==> src/rtl/vec_to_rgb_if.sv <==
// Handshake bundle between the FP27 vector source, the RGB converter and the pixel sink.
interface vec_to_rgb_if #(
  parameter int unsigned CHAN_BITS = 8
);
  localparam int unsigned FP_W  = 27;
  localparam int unsigned RGB_W = 3 * CHAN_BITS;

  logic              i_valid;
  logic              o_ready;
  logic [FP_W-1:0]   i_x;
  logic [FP_W-1:0]   i_y;
  logic [FP_W-1:0]   i_z;
  logic              o_valid;
  logic              i_ready;
  logic [RGB_W-1:0]  o_rgb;
  logic              o_sat;

  modport master (
    output i_valid, i_x, i_y, i_z, i_ready,
    input  o_ready, o_valid, o_rgb, o_sat
  );

  modport slave (
    input  i_valid, i_x, i_y, i_z, i_ready,
    output o_ready, o_valid, o_rgb, o_sat
  );
endinterface

==> src/rtl/vec_to_rgb.sv <==
// FP27 (x,y,z) to packed fixed-point RGB; one float-to-fixed datapath shared
// across the three channels by a five-state sequencer.
module vec_to_rgb #(
  parameter int unsigned CHAN_BITS = 8
) (
  input  logic        i_clk,
  input  logic        i_reset,
  vec_to_rgb_if.slave bus
);
  localparam int unsigned FP_W    = 27;
  localparam int unsigned MAN_W   = 18;
  localparam int unsigned EXP_W   = 8;
  localparam int unsigned SHIFT_W = 5;
  localparam int unsigned RGB_W   = 3 * CHAN_BITS;

  localparam logic [EXP_W-1:0]     EXP_ONE    = EXP_W'(127);
  localparam logic [EXP_W-1:0]     EXP_LOW    = EXP_W'(127 - CHAN_BITS);
  localparam logic [EXP_W-1:0]     SHIFT_BASE = EXP_W'(MAN_W);
  localparam logic [CHAN_BITS-1:0] CHAN_MAX   = '1;

  localparam logic [2:0] IDLE   = 3'd0;
  localparam logic [2:0] CONV_X = 3'd1;
  localparam logic [2:0] CONV_Y = 3'd2;
  localparam logic [2:0] CONV_Z = 3'd3;
  localparam logic [2:0] DONE   = 3'd4;

  logic [2:0]           state;
  logic [2:0]           state_next;
  logic                 accept;

  logic [FP_W-1:0]      cap_x;
  logic [FP_W-1:0]      cap_y;
  logic [FP_W-1:0]      cap_z;
  logic [FP_W-1:0]      sel;
  logic                 sat_acc;

  logic [EXP_W-1:0]     exp_f;
  logic [MAN_W:0]       man_f;
  logic [SHIFT_W-1:0]   shift;
  logic [CHAN_BITS-1:0] conv;
  logic                 conv_clamp;

  logic                 ready_q;
  logic                 valid_q;
  logic [RGB_W-1:0]     rgb_q;
  logic                 sat_q;

  // State register
  always_ff @(posedge i_clk) begin
    if (i_reset) state <= IDLE;
    else         state <= state_next;
  end

  // Sequencing: capture in IDLE, one channel per cycle, hold in DONE until taken
  always_comb begin
    state_next = state;
    accept     = 1'b0;
    case (state)
      IDLE: begin
        if (bus.i_valid) begin
          accept     = 1'b1;
          state_next = CONV_X;
        end
      end
      CONV_X:  state_next = CONV_Y;
      CONV_Y:  state_next = CONV_Z;
      CONV_Z:  state_next = DONE;
      DONE:    if (bus.i_ready) state_next = IDLE;
      default: state_next = IDLE;
    endcase
  end

  // Channel select for the shared converter
  always_comb begin
    sel = cap_x;
    case (state)
      CONV_Y:  sel = cap_y;
      CONV_Z:  sel = cap_z;
      default: sel = cap_x;
    endcase
  end

  // floor(v * 2^CHAN_BITS) clamped to the channel range; underflow is not a clamp
  always_comb begin
    exp_f      = sel[FP_W-2 -: EXP_W];
    man_f      = {1'b1, sel[MAN_W-1:0]};
    shift      = SHIFT_W'(SHIFT_BASE - (exp_f - EXP_LOW));
    conv       = '0;
    conv_clamp = 1'b0;
    if (exp_f == '0) begin
      conv = '0;
    end else if (sel[FP_W-1]) begin
      conv_clamp = 1'b1;
    end else if (exp_f >= EXP_ONE) begin
      conv       = CHAN_MAX;
      conv_clamp = 1'b1;
    end else if (exp_f < EXP_LOW) begin
      conv = '0;
    end else begin
      conv = CHAN_BITS'(man_f >> shift);
    end
  end

  // Capture registers, per-channel result fields and saturation flag
  always_ff @(posedge i_clk) begin
    if (i_reset) begin
      cap_x   <= '0;
      cap_y   <= '0;
      cap_z   <= '0;
      sat_acc <= 1'b0;
      rgb_q   <= '0;
      sat_q   <= 1'b0;
    end else begin
      if (accept) begin
        cap_x   <= bus.i_x;
        cap_y   <= bus.i_y;
        cap_z   <= bus.i_z;
        sat_acc <= 1'b0;
      end
      case (state)
        CONV_X: begin
          rgb_q[2*CHAN_BITS +: CHAN_BITS] <= conv;
          sat_acc                         <= sat_acc | conv_clamp;
        end
        CONV_Y: begin
          rgb_q[CHAN_BITS +: CHAN_BITS] <= conv;
          sat_acc                       <= sat_acc | conv_clamp;
        end
        CONV_Z: begin
          rgb_q[0 +: CHAN_BITS] <= conv;
          sat_q                 <= sat_acc | conv_clamp;
        end
        default: ;
      endcase
    end
  end

  // Handshake flags registered from the next state so they track it exactly
  always_ff @(posedge i_clk) begin
    if (i_reset) begin
      ready_q <= 1'b1;
      valid_q <= 1'b0;
    end else begin
      ready_q <= (state_next == IDLE);
      valid_q <= (state_next == DONE);
    end
  end

  assign bus.o_ready = ready_q;
  assign bus.o_valid = valid_q;
  assign bus.o_rgb   = rgb_q;
  assign bus.o_sat   = sat_q;

endmodule

==> src/flat_wrapper.sv <==
// flat-port wrapper written by rule: the top's interface ports become plain ports
module vec_to_rgb_flat 
#(
  parameter int unsigned CHAN_BITS = 8
)
  (i_clk, i_reset, bus_i_valid, bus_i_x, bus_i_y, bus_i_z, bus_i_ready, bus_o_ready, bus_o_valid, bus_o_rgb, bus_o_sat);
  vec_to_rgb_if #(.CHAN_BITS(CHAN_BITS)) bus_i ();
  input  logic i_clk;
  input  logic i_reset;
  input wire logic [$bits(bus_i.i_valid)-1:0] bus_i_valid;
  input wire logic [$bits(bus_i.i_x)-1:0] bus_i_x;
  input wire logic [$bits(bus_i.i_y)-1:0] bus_i_y;
  input wire logic [$bits(bus_i.i_z)-1:0] bus_i_z;
  input wire logic [$bits(bus_i.i_ready)-1:0] bus_i_ready;
  output wire logic [$bits(bus_i.o_ready)-1:0] bus_o_ready;
  output wire logic [$bits(bus_i.o_valid)-1:0] bus_o_valid;
  output wire logic [$bits(bus_i.o_rgb)-1:0] bus_o_rgb;
  output wire logic [$bits(bus_i.o_sat)-1:0] bus_o_sat;
  assign bus_i.i_valid = bus_i_valid;
  assign bus_i.i_x = bus_i_x;
  assign bus_i.i_y = bus_i_y;
  assign bus_i.i_z = bus_i_z;
  assign bus_i.i_ready = bus_i_ready;
  assign bus_o_ready = bus_i.o_ready;
  assign bus_o_valid = bus_i.o_valid;
  assign bus_o_rgb = bus_i.o_rgb;
  assign bus_o_sat = bus_i.o_sat;
  vec_to_rgb #(.CHAN_BITS(CHAN_BITS)) u_core (.i_clk(i_clk), .i_reset(i_reset), .bus(bus_i));
endmodule
==> config.mk <==
export PLATFORM = sky130hd
export DESIGN_NAME = vec_to_rgb_flat
export DESIGN_NICKNAME = d
export VERILOG_FILES = /design/src/rtl/vec_to_rgb_if.sv /design/src/rtl/vec_to_rgb.sv /design/src/flat_wrapper.sv
export SDC_FILE = /design/constraint.sdc
export NUM_CORES = 1
export LEC_CHECK = 0
export CORE_AREA = 2 2 105 107
export DETAILED_ROUTE_END_ITERATION = 16
export DIE_AREA = 0 0 107 109
export DONT_BUFFER_PORTS = 1
export MAX_ROUTING_LAYER = met4
export PLACE_DENSITY_LB_ADDON = 0.1
export SLEW_MARGIN = 20
export SYNTH_ARGS = -nofsm -noshare
export SYNTH_HDL_FRONTEND = slang
export SYNTH_SLANG_ARGS = --single-unit
==> constraint.sdc <==
create_clock -name i_clk -period 2.67 [get_ports i_clk]
set_input_delay 0.4005 -clock i_clk [delete_from_list [all_inputs] [get_ports i_clk]]
set_output_delay 0.4005 -clock i_clk [all_outputs]
set_load 0.02 [all_outputs]
== After elaboration in Yosys (flattened, before gate mapping) ==
Index checks and enable logic that the tools add are counted.
Word-level totals
  logic and storage cells: 42
  output and inout bits: 27
  input port bits: 85
  flip-flop bits (word level): 112
Operators by class
  add/subtract/negate cells: 2
  equality and inequality tests: 5
  magnitude comparators: 2
  reduce and logical (&&, ||, !) cells: 5
  shifts and indexed selects: 1
  multiplexer cells: 15
  bitwise operators: 1
Operators by type and width (number)
  case mux 27 bit (2 select lines): 1
  2-to-1 mux 8 bit: 4
  >> shifter 19 x 5 -> 8 bit: 1
  case mux 3 bit (5 select lines): 1
  >= comparator 8 x 7 -> 1 bit (second input constant): 1
  zero test 8 bit: 1
  less-than comparator 8 x 7 -> 1 bit (second input constant): 1
  2-to-1 mux 1 bit: 7
  == test 3 x 2 -> 1 bit (second input constant): 2
  == test 3 bit (second input constant): 2
  zero test 3 bit: 2
  2-to-1 mux 3 bit: 2
  subtractor 5 bit (first input constant): 1
  subtractor 5 bit (second input constant): 1
  == test 3 x 1 -> 1 bit (second input constant): 1
  nonzero test 2 bit: 1
  OR reduction 2 bit: 1
  OR 1 bit: 1

== Depth between registers and ports, before layout ==
  depth after elaboration: 9
  mapped depth: 11
  depth with buffers taken out: 7

== Worst setup path before layout ==
Ideal clock, no wire load.
  path kind: register to register
  start: register u_core.state[1]
  end: register u_core.rgb_q[11], in the netlist u_core.bus.o_rgb[11]
  cell stages (with the launch flop): 8
  clock period less this slack: 2411 ps
  slack: 259 ps
  data arrival time: 2290 ps
  data required time: 2548 ps
  setup time: 122 ps
  buffers on the path: 1
  cell sequence: dfxtp_1 -> nor2b_4 -> buf_6 -> mux2_2 -> or4_4 -> o21ai_4 -> nor3_2 -> a221o_1
On the way
  cells in the longest elaborated chain, start to end: 9
  elaborated cells on any way between the ends: 13
  those cells by class: add/sub: 2; order compare: 2; eq/ne: 2; shift: 1; mux: 5; reduce/logical: 1
RTL lines
  start, declared: RTL line vec_to_rgb.sv:27  | logic [2:0] state;
  start signal, assigned: RTL line vec_to_rgb.sv:51  | else state <= state_next;
  == test 3 x 2 -> 1 bit (on tied branches): RTL line vec_to_rgb.sv:76, vec_to_rgb.sv:120
  case mux 27 bit (2 select lines): RTL line vec_to_rgb.sv:76  | case (state)
  subtractor 5 bit (2 in series): RTL line vec_to_rgb.sv:87  | shift = SHIFT_W'(SHIFT_BASE - (exp_f - EXP_LOW));
  >> shifter 19 x 5 -> 8 bit: RTL line vec_to_rgb.sv:100  | conv = CHAN_BITS'(man_f >> shift);
  2-to-1 mux 8 bit: RTL line vec_to_rgb.sv:97  | end else if (exp_f < EXP_LOW) begin
  2-to-1 mux 8 bit: RTL line vec_to_rgb.sv:94  | end else if (exp_f >= EXP_ONE) begin
  2-to-1 mux 8 bit: RTL line vec_to_rgb.sv:92  | end else if (sel[FP_W-1]) begin
  2-to-1 mux 8 bit: RTL line vec_to_rgb.sv:90  | if (exp_f == '0) begin
  end signal, assigned by index: RTL line vec_to_rgb.sv:122  | rgb_q[2*CHAN_BITS +: CHAN_BITS] <= conv;
  end signal, assigned by index: RTL line vec_to_rgb.sv:126  | rgb_q[CHAN_BITS +: CHAN_BITS] <= conv;
  end signal, assigned by index: RTL line vec_to_rgb.sv:130  | rgb_q[0 +: CHAN_BITS] <= conv;
  end, declared: RTL line vec_to_rgb.sv:45  | logic [RGB_W-1:0] rgb_q;
Several ways; a longest one is shown, not always the timed one.
A chain may end at the register's enable or synchronous reset.

== Worst setup path after layout ==
  start: register u_core.state[0]
  end: register u_core.rgb_q[0], in the netlist u_core.bus.o_rgb[0]
On the way
  cells in the longest elaborated chain, start to end: 9
  elaborated cells on any way between the ends: 13
  those cells by class: add/sub: 2; order compare: 2; eq/ne: 2; shift: 1; mux: 5; reduce/logical: 1
RTL lines (RTL line)
  == test 3 x 2 -> 1 bit (on tied branches): vec_to_rgb.sv:76, vec_to_rgb.sv:120
  case mux 27 bit (2 select lines): vec_to_rgb.sv:76
  subtractor 5 bit (2 in series): vec_to_rgb.sv:87
  >> shifter 19 x 5 -> 8 bit: vec_to_rgb.sv:100
  2-to-1 mux 8 bit: vec_to_rgb.sv:97
  2-to-1 mux 8 bit: vec_to_rgb.sv:94
  2-to-1 mux 8 bit: vec_to_rgb.sv:92
  2-to-1 mux 8 bit: vec_to_rgb.sv:90
Several ways; a longest one is shown, not always the timed one.

==> impl_metrics.env <==
export IMPL_run_status="finished clean"
export IMPL_clockBufferDepth=2
export IMPL_grt_pass1_vias=4736
export IMPL_placed_cell_area_mm2=0.00594
export IMPL_routed_wl_um=15000
export IMPL_post_synth_top_area_cell="dfxtp_1"
export IMPL_rsz0062_at_grt="yes"
export IMPL_core_area_mm2=0.0106
export IMPL_fp_dieH_um=109
export IMPL_rows=38
export IMPL_antenna_left=0
export IMPL_insertion_delay_ns=0.39
export IMPL_fmax_mhz=385
export IMPL_finalHoldViolCount=0
export IMPL_leakagePower_nw=2.42
export IMPL_antenna_found_initial=0
export IMPL_syn_to_final_growth_pct=12.1
export IMPL_cp_cell_sequence="buf_12 -> mux2_4 -> mux2i_4 -> buf_12 -> mux2i_2 -> o21ai_0 -> a2111oi_2 -> a22oi_2 -> o21ai_1"
export IMPL_min_period_ns=2.60
export IMPL_yosysUniqueCellTypes=66
export IMPL_viasPerCell=5.88
export IMPL_clkSlewWorstSetupHoldPaths_ns=0.11
export IMPL_slew_headroom_pct=53.0
export IMPL_cts_tree="yes"
export IMPL_fin_skew_ns=0.0136
export IMPL_critPathLaunchType="flip-flop"
export IMPL_cp_arrival_ns=2.92
export IMPL_synth_area_per_cell_um2=8.39
export IMPL_ys_warn_count=0
export IMPL_ys_seq_area_share_pct=39.9
export IMPL_fin_nets=773
export IMPL_async_flop_share_pct=0
export IMPL_syn_area_mm2=0.00562
export IMPL_start_util_pct=53.0
export IMPL_nFillCells=966
export IMPL_ir_drop_mv=0.518
export IMPL_diodes=0
export IMPL_cp_slowest_cell="a2111oi_2"
export IMPL_end_kind="flip-flop"
export IMPL_grt_usage_pct=27.1
export IMPL_pin_count=112
export IMPL_dp_hpwl_um=11200
export IMPL_synthCells=670
export IMPL_stdcell_area_mm2=0.00630
export IMPL_worst_path_max_fanout=25
export IMPL_htree_levels=3
export IMPL_critPathMaxStageDelay_ns=0.42
export IMPL_num_vias=4890
export IMPL_cap_violations=0
export IMPL_min_path_type="primary input to flip-flop"
export IMPL_ys_flop_type="dfxtp_1"
export IMPL_path_class="flip-flop to flip-flop"
export IMPL_grt_ovfl_total=0
export IMPL_numPortBuffers=0
export IMPL_wire_per_inst_um=18.1
export IMPL_timing_final_crit_share_pct=97.3
export IMPL_total_power_mw=4.51
export IMPL_crit_top_cell="buf_12"
export IMPL_ys_ff_latch=112
export IMPL_gp_congestion=0.869
export IMPL_syn_num_nets=755
export IMPL_drtPass1Iterations=5
export IMPL_root_buffer="clkbuf_8"
export IMPL_slew_violations=0
export IMPL_tightest_slew_ns=0.705
export IMPL_setup_viol=0
export IMPL_cp_num_buf_inv=2
export IMPL_die_area_mm2=0.0117
export IMPL_cts_sinks=112
export IMPL_die_x_um=107
export IMPL_drive_above_1_share_pct=19.8
export IMPL_synth_edf_count=0
export IMPL_grt_max_degree=98
export IMPL_cp_top_family="compound AO/OA/AOI/OAI gates"
export IMPL_synth_top_area_share_pct=39.9
export IMPL_synthTopCellsByArea="dfxtp_1, nand2_1, a21oi_1, mux2i_1, mux2_2"
export IMPL_drc=0
export IMPL_drtIter0Drc=442
export IMPL_numCtsBuffers=9
export IMPL_crit_required_ns=2.99
export IMPL_grt_pass1_wl_um=24100
export IMPL_power_density_mw_per_mm2=716
[layer usage]
layer	up-vias	track usage, %	share of wire [%]
met5	-	-	0
met4	0	11.0	2.3
met3	28	3.89	5.1
met2	158	45.6	50
met1	2313	32.9	43
li1	2391	-	-
[cell type report]
type / instances / area, um^2 / share of cell area (%)
multi-input combinational: 511 / 3220 / 51.1
sequential: 112 / 2250 / 35.7
clock buffer: 10 / 138 / 2.18
timing repair buffer: 54 / 475 / 7.55
clock inverter: 5 / 45.0 / 0.715
tap: 140 / 175 / 2.78
[stage by stage]
stage                     hold WS, ns  utilization (%)  setup TNS [ns]  instances  setup WS [ns]
after floorplan                 0.432                -               0        670          0.259
after global placement          0.435             56.0               0        810       0.000951
after detailed placement        0.440             56.0          -0.104        810        -0.0517
after CTS                      0.0544             57.9         -0.0383        826        -0.0137
after global routing           0.0671             59.4         -0.0458        832        -0.0235
final                          0.0746             59.4               0        832         0.0709
[cells in the final DEF, fill, tap and decap left out, types with 3 or more instances in the layout]
master and count:
nor2_1 21, clkbuf_8 10, nor3_2 4, mux2i_1 43, o21ai_1 5, buf_12 5, buf_4 47, o31ai_1 5
nand2_1 190, o21ai_0 14, dfxtp_1 111, a21oi_1 103, mux2_2 26, a221o_1 6, a22oi_1 3, a21o_1 4
o22ai_1 6, nor3_1 8, o211ai_1 3, mux2i_2 9, mux2i_4 3, nand2b_1 3, a22o_1 3
[timing repair]
| item | in CTS | in global routing |
|---|---|---|
| pin swaps | 1 | 4 |
| setup endpoints to repair | 12 | 26 |
| setup buffers | 1 | 6 |
| hold buffers | 0 | 0 |
| gates resized for setup | 3 | 18 |
[sequential cells by signal, indices dropped and copies added (netlist names)]
register / count
u_core.bus.o_sat: 1
u_core.cap_z: 27
u_core.cap_x: 27
u_core.cap_y: 27
u_core.bus.o_valid: 1
u_core.sat_acc: 1
u_core.bus.o_ready: 1
u_core.bus.o_rgb: 24
u_core.state: 3
[logic make-up (layout without fill, tap and decap cells)]
group                  count (synthesis)  in the layout  share of synthesized area, %
AO/OA/AOI/OAI                        178            178                          19.6
XOR/XNOR                               2              2                         0.312
buffers and inverters                 47             69                          4.65
flip-flops                           112            112                          39.9
multiplexers                          86             86                          16.8
AND/OR/NAND/NOR                      245            245                          18.8
[power breakdown]
group          total (mW)  switching [mW]  internal (mW)
clock                1.00           0.623          0.379
combinational        1.57           0.904          0.669
sequential           1.93           0.111           1.82
total                4.51            1.64           2.87
[cell usage after synthesis (all sizes together), types with 2 or more instances]
cell     count
o221ai       2
a31oi        2
nor2        21
nor4         3
xnor2        2
nor3        13
a22oi        4
nand2b       4
mux2i       55
o31ai        6
nand2      190
a21boi       2
nand4        2
and3         2
clkbuf      28
o211ai       5
or3          2
a221o        6
buf         19
dfxtp      112
mux2        30
a2111oi      3
a21o         4
nor2b        3
o21ai       21
a22o         3
a21oi      104
o22ai        6
[worst paths after layout]
path | startpoint | endpoint | slack (ns) | cells past startpoint
max | u_core.state[0] | u_core.bus.o_rgb[0] | 0.07 | 9
min | i_reset | u_core.bus.o_rgb[17] | 0.07 | 1
max reg2reg | u_core.state[0] | u_core.bus.o_rgb[0] | 0.07 | 9
min reg2reg | u_core.cap_y[5] | u_core.cap_y[5] | 0.46 | 2
(Power assumes the default switching activity.)
